## config.mk

```make
export PLATFORM = sky130hd
export DESIGN_NAME = axi4_wr_arbiter_flat
export DESIGN_NICKNAME = d
export VERILOG_FILES = /design/src/rtl/axi4_wr_arbiter_if.sv /design/src/rtl/axi4_wr_arbiter.sv /design/src/flat_wrapper.sv
export SDC_FILE = /design/constraint.sdc
export NUM_CORES = 1
export LEC_CHECK = 0
export BUFFER_PORTS_ARGS = -buffer_cell sky130_fd_sc_hd__clkbuf_2
export CAP_MARGIN = 20
export CORE_AREA = 5 5 169 171
export DETAILED_ROUTE_END_ITERATION = 8
export DIE_AREA = 0 0 174 176
export GPL_TIMING_DRIVEN = 0
export PLACE_DENSITY_LB_ADDON = 0.15
export SKIP_LAST_GASP = 1
export SLEW_MARGIN = 30
export SYNTH_ARGS = -nofsm -noshare
export SYNTH_HDL_FRONTEND = slang
export SYNTH_SLANG_ARGS = --single-unit
```

## constraint.sdc

```tcl
create_clock -name aclk -period 6.01 [get_ports aclk]
set_input_delay 0.3005 -clock aclk [delete_from_list [all_inputs] [get_ports aclk]]
set_output_delay 0.3005 -clock aclk [all_outputs]
set_load 0.05 [all_outputs]
```

## src/rtl/axi4_wr_arbiter_if.sv

```systemverilog
// axi4_wr_arbiter_if: N upstream AXI4 write ports (packed per-master arrays) plus the one shared downstream port.
// The slave modport is the arbiter's view; master is the surrounding masters and memory-side slave.
interface axi4_wr_arbiter_if #(
   parameter int NUM_MASTERS = 2,
   parameter int ID_WIDTH    = 4,
   parameter int ADDR_WIDTH  = 32,
   parameter int DATA_WIDTH  = 64
);
   localparam int IDX_W = $clog2(NUM_MASTERS);
   logic [NUM_MASTERS-1:0][ID_WIDTH-1:0]     s_aw_id;
   logic [NUM_MASTERS-1:0][ADDR_WIDTH-1:0]   s_aw_addr;
   logic [NUM_MASTERS-1:0][7:0]              s_aw_len;
   logic [NUM_MASTERS-1:0][2:0]              s_aw_size;
   logic [NUM_MASTERS-1:0][1:0]              s_aw_burst;
   logic [NUM_MASTERS-1:0][15:0]             s_aw_side;
   logic [NUM_MASTERS-1:0]                   s_aw_valid;
   logic [NUM_MASTERS-1:0]                   s_aw_ready;
   logic [NUM_MASTERS-1:0][DATA_WIDTH-1:0]   s_w_data;
   logic [NUM_MASTERS-1:0][DATA_WIDTH/8-1:0] s_w_strb;
   logic [NUM_MASTERS-1:0]                   s_w_last;
   logic [NUM_MASTERS-1:0]                   s_w_valid;
   logic [NUM_MASTERS-1:0]                   s_w_ready;
   logic [ID_WIDTH-1:0]                      s_b_id;
   logic [1:0]                               s_b_resp;
   logic [NUM_MASTERS-1:0]                   s_b_valid;
   logic [NUM_MASTERS-1:0]                   s_b_ready;
   logic [ID_WIDTH+IDX_W-1:0]                m_aw_id;
   logic [ADDR_WIDTH-1:0]                    m_aw_addr;
   logic [7:0]                               m_aw_len;
   logic [2:0]                               m_aw_size;
   logic [1:0]                               m_aw_burst;
   logic [15:0]                              m_aw_side;
   logic                                     m_aw_valid;
   logic                                     m_aw_ready;
   logic [DATA_WIDTH-1:0]                    m_w_data;
   logic [DATA_WIDTH/8-1:0]                  m_w_strb;
   logic                                     m_w_last;
   logic                                     m_w_valid;
   logic                                     m_w_ready;
   logic [ID_WIDTH+IDX_W-1:0]                m_b_id;
   logic [1:0]                               m_b_resp;
   logic                                     m_b_valid;
   logic                                     m_b_ready;

   modport slave (
      input  s_aw_id, s_aw_addr, s_aw_len, s_aw_size, s_aw_burst, s_aw_side, s_aw_valid,
      output s_aw_ready,
      input  s_w_data, s_w_strb, s_w_last, s_w_valid,
      output s_w_ready,
      output s_b_id, s_b_resp, s_b_valid,
      input  s_b_ready,
      output m_aw_id, m_aw_addr, m_aw_len, m_aw_size, m_aw_burst, m_aw_side, m_aw_valid,
      input  m_aw_ready,
      output m_w_data, m_w_strb, m_w_last, m_w_valid,
      input  m_w_ready,
      input  m_b_id, m_b_resp, m_b_valid,
      output m_b_ready
   );

   modport master (
      output s_aw_id, s_aw_addr, s_aw_len, s_aw_size, s_aw_burst, s_aw_side, s_aw_valid,
      input  s_aw_ready,
      output s_w_data, s_w_strb, s_w_last, s_w_valid,
      input  s_w_ready,
      input  s_b_id, s_b_resp, s_b_valid,
      output s_b_ready,
      input  m_aw_id, m_aw_addr, m_aw_len, m_aw_size, m_aw_burst, m_aw_side, m_aw_valid,
      output m_aw_ready,
      input  m_w_data, m_w_strb, m_w_last, m_w_valid,
      output m_w_ready,
      output m_b_id, m_b_resp, m_b_valid,
      input  m_b_ready
   );
endinterface

```

## src/rtl/axi4_wr_arbiter.sv

```systemverilog
// axi4_wr_arbiter: round-robin AW arbiter sharing one AXI4 write port; W follows AW order via an index FIFO,
// B is routed back by the master index carried in the upper downstream ID bits.
module axi4_wr_arbiter #(
   parameter int NUM_MASTERS  = 2,
   parameter int ID_WIDTH     = 4,
   parameter int ADDR_WIDTH   = 32,
   parameter int DATA_WIDTH   = 64,
   parameter int W_FIFO_DEPTH = 4
) (
   input logic              aclk,
   input logic              arst_n,
   axi4_wr_arbiter_if.slave bus
);
   localparam int IDX_W = $clog2(NUM_MASTERS);
   localparam int PW    = $clog2(W_FIFO_DEPTH);

   typedef enum logic {IDLE, HOLD} state_t;

   state_t                  state, state_nx;
   logic [IDX_W-1:0]        rr_ptr, rr_nx, grant, grant_nx, pick, head, sel;
   logic [IDX_W:0]          k;
   logic [IDX_W-1:0]        fifo [W_FIFO_DEPTH];
   logic [PW-1:0]           wr_ptr, rd_ptr;
   logic [PW:0]             count;
   logic                    empty, full, push, pop, aw_hs, b_in;
   logic [ADDR_WIDTH-1:0]   aw_addr;
   logic [DATA_WIDTH-1:0]   w_data;
   logic [DATA_WIDTH/8-1:0] w_strb;

   assign empty = count == '0;
   assign full  = count == (PW+1)'(W_FIFO_DEPTH);
   assign head  = fifo[rd_ptr];

   // Cyclic search from rr_ptr: iterate from the far end so the nearest requester wins.
   always_comb begin
      pick = rr_ptr;
      k    = '0;
      for (int i = NUM_MASTERS-1; i >= 0; i--) begin
         k = {1'b0, rr_ptr} + (IDX_W+1)'(i);
         k = (k >= (IDX_W+1)'(NUM_MASTERS)) ? k - (IDX_W+1)'(NUM_MASTERS) : k;
         if (bus.s_aw_valid[k[IDX_W-1:0]]) pick = k[IDX_W-1:0];
      end
   end

   assign aw_hs = (state == HOLD) && bus.s_aw_valid[grant] && bus.m_aw_ready;

   always_comb begin
      state_nx       = state;
      grant_nx       = grant;
      rr_nx          = rr_ptr;
      push           = 1'b0;
      bus.m_aw_valid = 1'b0;
      bus.s_aw_ready = '0;
      if (state == IDLE) begin
         if (|bus.s_aw_valid && !full) begin
            grant_nx = pick;
            state_nx = HOLD;
         end
      end else begin
         bus.m_aw_valid        = bus.s_aw_valid[grant];
         bus.s_aw_ready[grant] = bus.m_aw_ready;
         if (aw_hs) begin
            push     = 1'b1;
            rr_nx    = (grant == IDX_W'(NUM_MASTERS-1)) ? '0 : grant + 1'b1;
            state_nx = IDLE;
         end
      end
   end

   assign aw_addr        = bus.s_aw_addr[grant];
   assign bus.m_aw_id    = {grant, bus.s_aw_id[grant]};
   assign bus.m_aw_addr  = aw_addr;
   assign bus.m_aw_len   = bus.s_aw_len[grant];
   assign bus.m_aw_size  = bus.s_aw_size[grant];
   assign bus.m_aw_burst = bus.s_aw_burst[grant];
   assign bus.m_aw_side  = bus.s_aw_side[grant];

   assign w_data        = bus.s_w_data[head];
   assign w_strb        = bus.s_w_strb[head];
   assign bus.m_w_data  = w_data;
   assign bus.m_w_strb  = w_strb;
   assign bus.m_w_last  = bus.s_w_last[head];
   assign bus.m_w_valid = !empty && bus.s_w_valid[head];
   assign bus.s_w_ready = empty ? '0 : NUM_MASTERS'(bus.m_w_ready) << head;
   assign pop           = bus.m_w_valid && bus.m_w_ready && bus.m_w_last;

   always_ff @(posedge aclk or negedge arst_n)
      if (!arst_n) begin
         state  <= IDLE;
         rr_ptr <= '0;
         grant  <= '0;
         wr_ptr <= '0;
         rd_ptr <= '0;
         count  <= '0;
      end else begin
         state  <= state_nx;
         rr_ptr <= rr_nx;
         grant  <= grant_nx;
         wr_ptr <= wr_ptr + PW'(push);
         rd_ptr <= rd_ptr + PW'(pop);
         count  <= count + (PW+1)'(push) - (PW+1)'(pop);
      end

   always_ff @(posedge aclk)
      if (push) fifo[wr_ptr] <= grant;

   // B is purely combinational; gating with reset keeps every valid/ready low while held in reset.
   assign sel           = bus.m_b_id[ID_WIDTH+IDX_W-1:ID_WIDTH];
   assign b_in          = 32'(sel) < NUM_MASTERS;
   assign bus.s_b_valid = (arst_n && b_in && bus.m_b_valid) ? NUM_MASTERS'(1) << sel : '0;
   assign bus.m_b_ready = arst_n && (b_in ? bus.s_b_ready[sel] : 1'b1);
   assign bus.s_b_id    = bus.m_b_id[ID_WIDTH-1:0];
   assign bus.s_b_resp  = bus.m_b_resp;
endmodule

```

## src/flat_wrapper.sv

```systemverilog
// flat-port wrapper written by rule: the top's interface ports become plain ports
module axi4_wr_arbiter_flat 
#(
   parameter int NUM_MASTERS  = 2,
   parameter int ID_WIDTH     = 4,
   parameter int ADDR_WIDTH   = 32,
   parameter int DATA_WIDTH   = 64,
   parameter int W_FIFO_DEPTH = 4
)
  (aclk, arst_n, bus_s_aw_id, bus_s_aw_addr, bus_s_aw_len, bus_s_aw_size, bus_s_aw_burst, bus_s_aw_side, bus_s_aw_valid, bus_s_aw_ready, bus_s_w_data, bus_s_w_strb, bus_s_w_last, bus_s_w_valid, bus_s_w_ready, bus_s_b_id, bus_s_b_resp, bus_s_b_valid, bus_s_b_ready, bus_m_aw_id, bus_m_aw_addr, bus_m_aw_len, bus_m_aw_size, bus_m_aw_burst, bus_m_aw_side, bus_m_aw_valid, bus_m_aw_ready, bus_m_w_data, bus_m_w_strb, bus_m_w_last, bus_m_w_valid, bus_m_w_ready, bus_m_b_id, bus_m_b_resp, bus_m_b_valid, bus_m_b_ready);
  axi4_wr_arbiter_if #(.NUM_MASTERS(NUM_MASTERS), .ID_WIDTH(ID_WIDTH), .ADDR_WIDTH(ADDR_WIDTH), .DATA_WIDTH(DATA_WIDTH)) bus_i ();
  input logic aclk;
  input logic arst_n;
  input wire logic [$bits(bus_i.s_aw_id)-1:0] bus_s_aw_id;
  input wire logic [$bits(bus_i.s_aw_addr)-1:0] bus_s_aw_addr;
  input wire logic [$bits(bus_i.s_aw_len)-1:0] bus_s_aw_len;
  input wire logic [$bits(bus_i.s_aw_size)-1:0] bus_s_aw_size;
  input wire logic [$bits(bus_i.s_aw_burst)-1:0] bus_s_aw_burst;
  input wire logic [$bits(bus_i.s_aw_side)-1:0] bus_s_aw_side;
  input wire logic [$bits(bus_i.s_aw_valid)-1:0] bus_s_aw_valid;
  output wire logic [$bits(bus_i.s_aw_ready)-1:0] bus_s_aw_ready;
  input wire logic [$bits(bus_i.s_w_data)-1:0] bus_s_w_data;
  input wire logic [$bits(bus_i.s_w_strb)-1:0] bus_s_w_strb;
  input wire logic [$bits(bus_i.s_w_last)-1:0] bus_s_w_last;
  input wire logic [$bits(bus_i.s_w_valid)-1:0] bus_s_w_valid;
  output wire logic [$bits(bus_i.s_w_ready)-1:0] bus_s_w_ready;
  output wire logic [$bits(bus_i.s_b_id)-1:0] bus_s_b_id;
  output wire logic [$bits(bus_i.s_b_resp)-1:0] bus_s_b_resp;
  output wire logic [$bits(bus_i.s_b_valid)-1:0] bus_s_b_valid;
  input wire logic [$bits(bus_i.s_b_ready)-1:0] bus_s_b_ready;
  output wire logic [$bits(bus_i.m_aw_id)-1:0] bus_m_aw_id;
  output wire logic [$bits(bus_i.m_aw_addr)-1:0] bus_m_aw_addr;
  output wire logic [$bits(bus_i.m_aw_len)-1:0] bus_m_aw_len;
  output wire logic [$bits(bus_i.m_aw_size)-1:0] bus_m_aw_size;
  output wire logic [$bits(bus_i.m_aw_burst)-1:0] bus_m_aw_burst;
  output wire logic [$bits(bus_i.m_aw_side)-1:0] bus_m_aw_side;
  output wire logic [$bits(bus_i.m_aw_valid)-1:0] bus_m_aw_valid;
  input wire logic [$bits(bus_i.m_aw_ready)-1:0] bus_m_aw_ready;
  output wire logic [$bits(bus_i.m_w_data)-1:0] bus_m_w_data;
  output wire logic [$bits(bus_i.m_w_strb)-1:0] bus_m_w_strb;
  output wire logic [$bits(bus_i.m_w_last)-1:0] bus_m_w_last;
  output wire logic [$bits(bus_i.m_w_valid)-1:0] bus_m_w_valid;
  input wire logic [$bits(bus_i.m_w_ready)-1:0] bus_m_w_ready;
  input wire logic [$bits(bus_i.m_b_id)-1:0] bus_m_b_id;
  input wire logic [$bits(bus_i.m_b_resp)-1:0] bus_m_b_resp;
  input wire logic [$bits(bus_i.m_b_valid)-1:0] bus_m_b_valid;
  output wire logic [$bits(bus_i.m_b_ready)-1:0] bus_m_b_ready;
  assign bus_i.s_aw_id = bus_s_aw_id;
  assign bus_i.s_aw_addr = bus_s_aw_addr;
  assign bus_i.s_aw_len = bus_s_aw_len;
  assign bus_i.s_aw_size = bus_s_aw_size;
  assign bus_i.s_aw_burst = bus_s_aw_burst;
  assign bus_i.s_aw_side = bus_s_aw_side;
  assign bus_i.s_aw_valid = bus_s_aw_valid;
  assign bus_s_aw_ready = bus_i.s_aw_ready;
  assign bus_i.s_w_data = bus_s_w_data;
  assign bus_i.s_w_strb = bus_s_w_strb;
  assign bus_i.s_w_last = bus_s_w_last;
  assign bus_i.s_w_valid = bus_s_w_valid;
  assign bus_s_w_ready = bus_i.s_w_ready;
  assign bus_s_b_id = bus_i.s_b_id;
  assign bus_s_b_resp = bus_i.s_b_resp;
  assign bus_s_b_valid = bus_i.s_b_valid;
  assign bus_i.s_b_ready = bus_s_b_ready;
  assign bus_m_aw_id = bus_i.m_aw_id;
  assign bus_m_aw_addr = bus_i.m_aw_addr;
  assign bus_m_aw_len = bus_i.m_aw_len;
  assign bus_m_aw_size = bus_i.m_aw_size;
  assign bus_m_aw_burst = bus_i.m_aw_burst;
  assign bus_m_aw_side = bus_i.m_aw_side;
  assign bus_m_aw_valid = bus_i.m_aw_valid;
  assign bus_i.m_aw_ready = bus_m_aw_ready;
  assign bus_m_w_data = bus_i.m_w_data;
  assign bus_m_w_strb = bus_i.m_w_strb;
  assign bus_m_w_last = bus_i.m_w_last;
  assign bus_m_w_valid = bus_i.m_w_valid;
  assign bus_i.m_w_ready = bus_m_w_ready;
  assign bus_i.m_b_id = bus_m_b_id;
  assign bus_i.m_b_resp = bus_m_b_resp;
  assign bus_i.m_b_valid = bus_m_b_valid;
  assign bus_m_b_ready = bus_i.m_b_ready;
  axi4_wr_arbiter #(.NUM_MASTERS(NUM_MASTERS), .ID_WIDTH(ID_WIDTH), .ADDR_WIDTH(ADDR_WIDTH), .DATA_WIDTH(DATA_WIDTH), .W_FIFO_DEPTH(W_FIFO_DEPTH)) u_core (.aclk(aclk), .arst_n(arst_n), .bus(bus_i));
endmodule
```

==> qor.txt <==
Clock Skew: 0.555 ps
CP startpoint kind: flip-flop
drt total wl: 15800 um
PwrDens: 545 nW/um2
register area: 370 um2
CTS Buf Count: 3
syn nets: 531
Max Freq: 0.380 GHz
number of buffers added on ports: 441
drt pass-1 iters: 4
wire per inst: 15.5 um
DR vias: 3594
crit-path max FO: 10
vias per cell: 3.52
Die H: 176 um
synth top area cells: mux2_2, dfrtp_1, edfxtp_1
Root Driver: clkbuf_16
post-route minimum period: 2630 ps
run status: completed
mean area per synthesized cell: 10.6 um2
hold crit path type: primary input to flip-flop
drc violations: 0
Core Box Area: 26700 um2
antenna violations before repair: 1
worst path required time: 5710 ps
post_cts resized: 0
area of the multi-input gates: 1940 um2
vias in the first global route: 3975
CTS Buffer Depth: 2
H-tree levels: 1
Worst EP arrival: 2330 ps
final hold vios: 0
crit end category: output pin
Post-Syn Instances: 234
RSZ-0062 raised after global routing: no
CTS tree: built
Total Neg Setup Slack: 0 ps
Final period util: 43.8%
Synth top area share: 62.5%
GRT overflow: 0
cell taking the most area after synthesis: mux2_2
first-pass GRT wire length: 22600 um
Final #Nets: 978
post-route ant nets: 0
Fillers: 3029
GP Congestion: 0.724
Seq cells post-synth: 14
post-DP HPWL: 14900 um
maximum number of pins on one net before global-route repair: 14
Die W: 174 um
GR Util All Layers: 9.39%
register area share after synthesis: 14.9%
CTS sink cnt: 14
area grow syn2layout: 110%
die area: 30600 um2
Starting Density: 9.30%
Finish-stage setup viols: 0
Post-Syn Area: 2490 um2
Worst-path clk slew: 40 ps
Unique masters post-synth: 34
Ys Warns: 0
Worst-Margin Slew: 671 ps
hold slack: 284 ps
VDD IR max: 201 uV
Place WS: 3490 ps
final setup margin: 3380 ps
DR iter-0 viols: 28
Top Ports: 448
Slew Limit Headroom: 55.3%
maxcap violations: 0
number of core rows: 60
clock network latency to the later pin of the worst-skew pair: 240 ps
CP Class: flip-flop to output pin
share of cells above drive strength 1: 88.7%
Final Max Tran Viols: 0
leakage power: 2.85 nW
power by group:
part / switching, W / internal, W
Combinational: 0.00176 / 0.000777
Sequential: 0.0000419 / 0.000142
Clock: 0.0000362 / 0.0000895
cell usage in the layout (no fill, tap or decap), types with 2 or more instances in the layout:
master     count
buf_2          5
nor2b_1        2
mux2i_1        4
dfrtp_1       10
o21ai_0        2
inv_1          4
ha_1           2
nor3_1         2
clkbuf_16      3
or3_1          2
buf_6          4
clkbuf_2     441
and3_1         3
mux2_2       138
xnor2_1        5
nor2_1         6
buf_4          8
a21oi_1        2
mux2_4         2
nand2_1        9
clkbuf_1       7
edfxtp_1       4
cell type report:
cell class / instances / share of cell area (%)
well taps: 341 / 8.19
plain buffers: 24 / 3.00
clock buffers: 4 / 1.51
repair buffers: 442 / 42.5
flip-flops and latches: 14 / 7.11
multi-input cells: 192 / 37.3
diodes: 1 / 0.0480
inverters: 4 / 0.288
cell usage after synthesis:
cell type / instances
and2_1: 1
or3b_1: 1
o31ai_1: 1
xor2_1: 1
ha_1: 2
nand4_1: 1
buf_6: 4
nand3_1: 1
or2_1: 1
nor2b_1: 2
a31oi_1: 1
or3_1: 2
and3_1: 3
buf_2: 5
nor3_1: 2
or2_2: 1
mux2i_4: 1
nand2_1: 9
clkbuf_1: 6
dfrtp_1: 10
edfxtp_1: 4
o21ai_0: 2
a41o_1: 1
mux2i_1: 4
mux2_4: 2
mux2_2: 138
fa_1: 1
inv_1: 4
buf_1: 1
nor3b_1: 1
nor2_1: 6
xnor2_1: 5
buf_4: 8
a21oi_1: 2
registers in the layout, summed over array words and instances (netlist names):
register and flops:
u_core.rr_ptr 1, u_core.count 3, u_core.fifo 4, u_core.rd_ptr 2, u_core.state 1, u_core.wr_ptr 2
u_core.grant 1
final timing paths:
| kind | from | end | slack [ps] | cells past startpoint |
|---|---|---|---|---|
| worst min register to register | u_core.rr_ptr$_DFFE_PN0P_ | u_core.rr_ptr$_DFFE_PN0P_ | 480 | 2 |
| worst max-delay path | u_core.grant$_DFFE_PN0P_ | bus_m_aw_addr[4] | 3380 | 5 |
| min in group asynchronous | arst_n | u_core.state$_DFF_PN0_ | 490 | 2 |
| worst min-delay path | bus_s_aw_valid[0] | u_core.grant$_DFFE_PN0P_ | 280 | 2 |
| max in group asynchronous | arst_n | u_core.count[2]$_DFF_PN0_ | 5290 | 2 |
| worst max register to register | u_core.rd_ptr[1]$_DFF_PN0_ | u_core.count[2]$_DFF_PN0_ | 3510 | 8 |
what timing repair did:
item	CTS	global route
hold buffers	1	0
hold endpoints to repair	10	0
setup buffers	0	0
critical path, stage by stage (launching register included):
cell	delay, ps
dfrtp_1	410
buf_2	280
buf_2	290
buf_1	450
mux2_2	400
clkbuf_2	240
layer usage:
layer  GRT usage [%]  vias up  part of all wire, %  wire length (um)
li1                -     1745                    -                 -
met1            8.70     1574                   31              4880
met2            19.9      267                   58              9140
met3            2.98        8                   11              1700
met4            1.65        0                 0.83               131
met5               0        -                    0                 0
cell families after synthesis:
logic type / count (synthesis) / share of synthesized area (%)
adder cells (fa/ha/maj): 3 / 1.81
flip-flops: 14 / 14.9
AO/OA/AOI/OAI: 7 / 1.76
AND/OR/NAND/NOR: 31 / 6.29
XOR/XNOR: 6 / 2.11
multiplexers: 145 / 66.2
buffers and inverters: 28 / 6.89
metrics by stage:
stage | std cells | util, % | total power, W | cell area [um2]
finish | 1022 | 19.5 | 0.00284 | 5210
global route | 1022 | 19.5 | 0.00301 | 5210
CTS | 1021 | 19.5 | 0.00291 | 5210
detailed placement | 1016 | 19.2 | 0.00277 | 5120
global placement | 1016 | 19.2 | 0.00279 | 5120
floorplan | 234 | - | 0.00216 | 2490
Power figures use the tool's default switching activity.
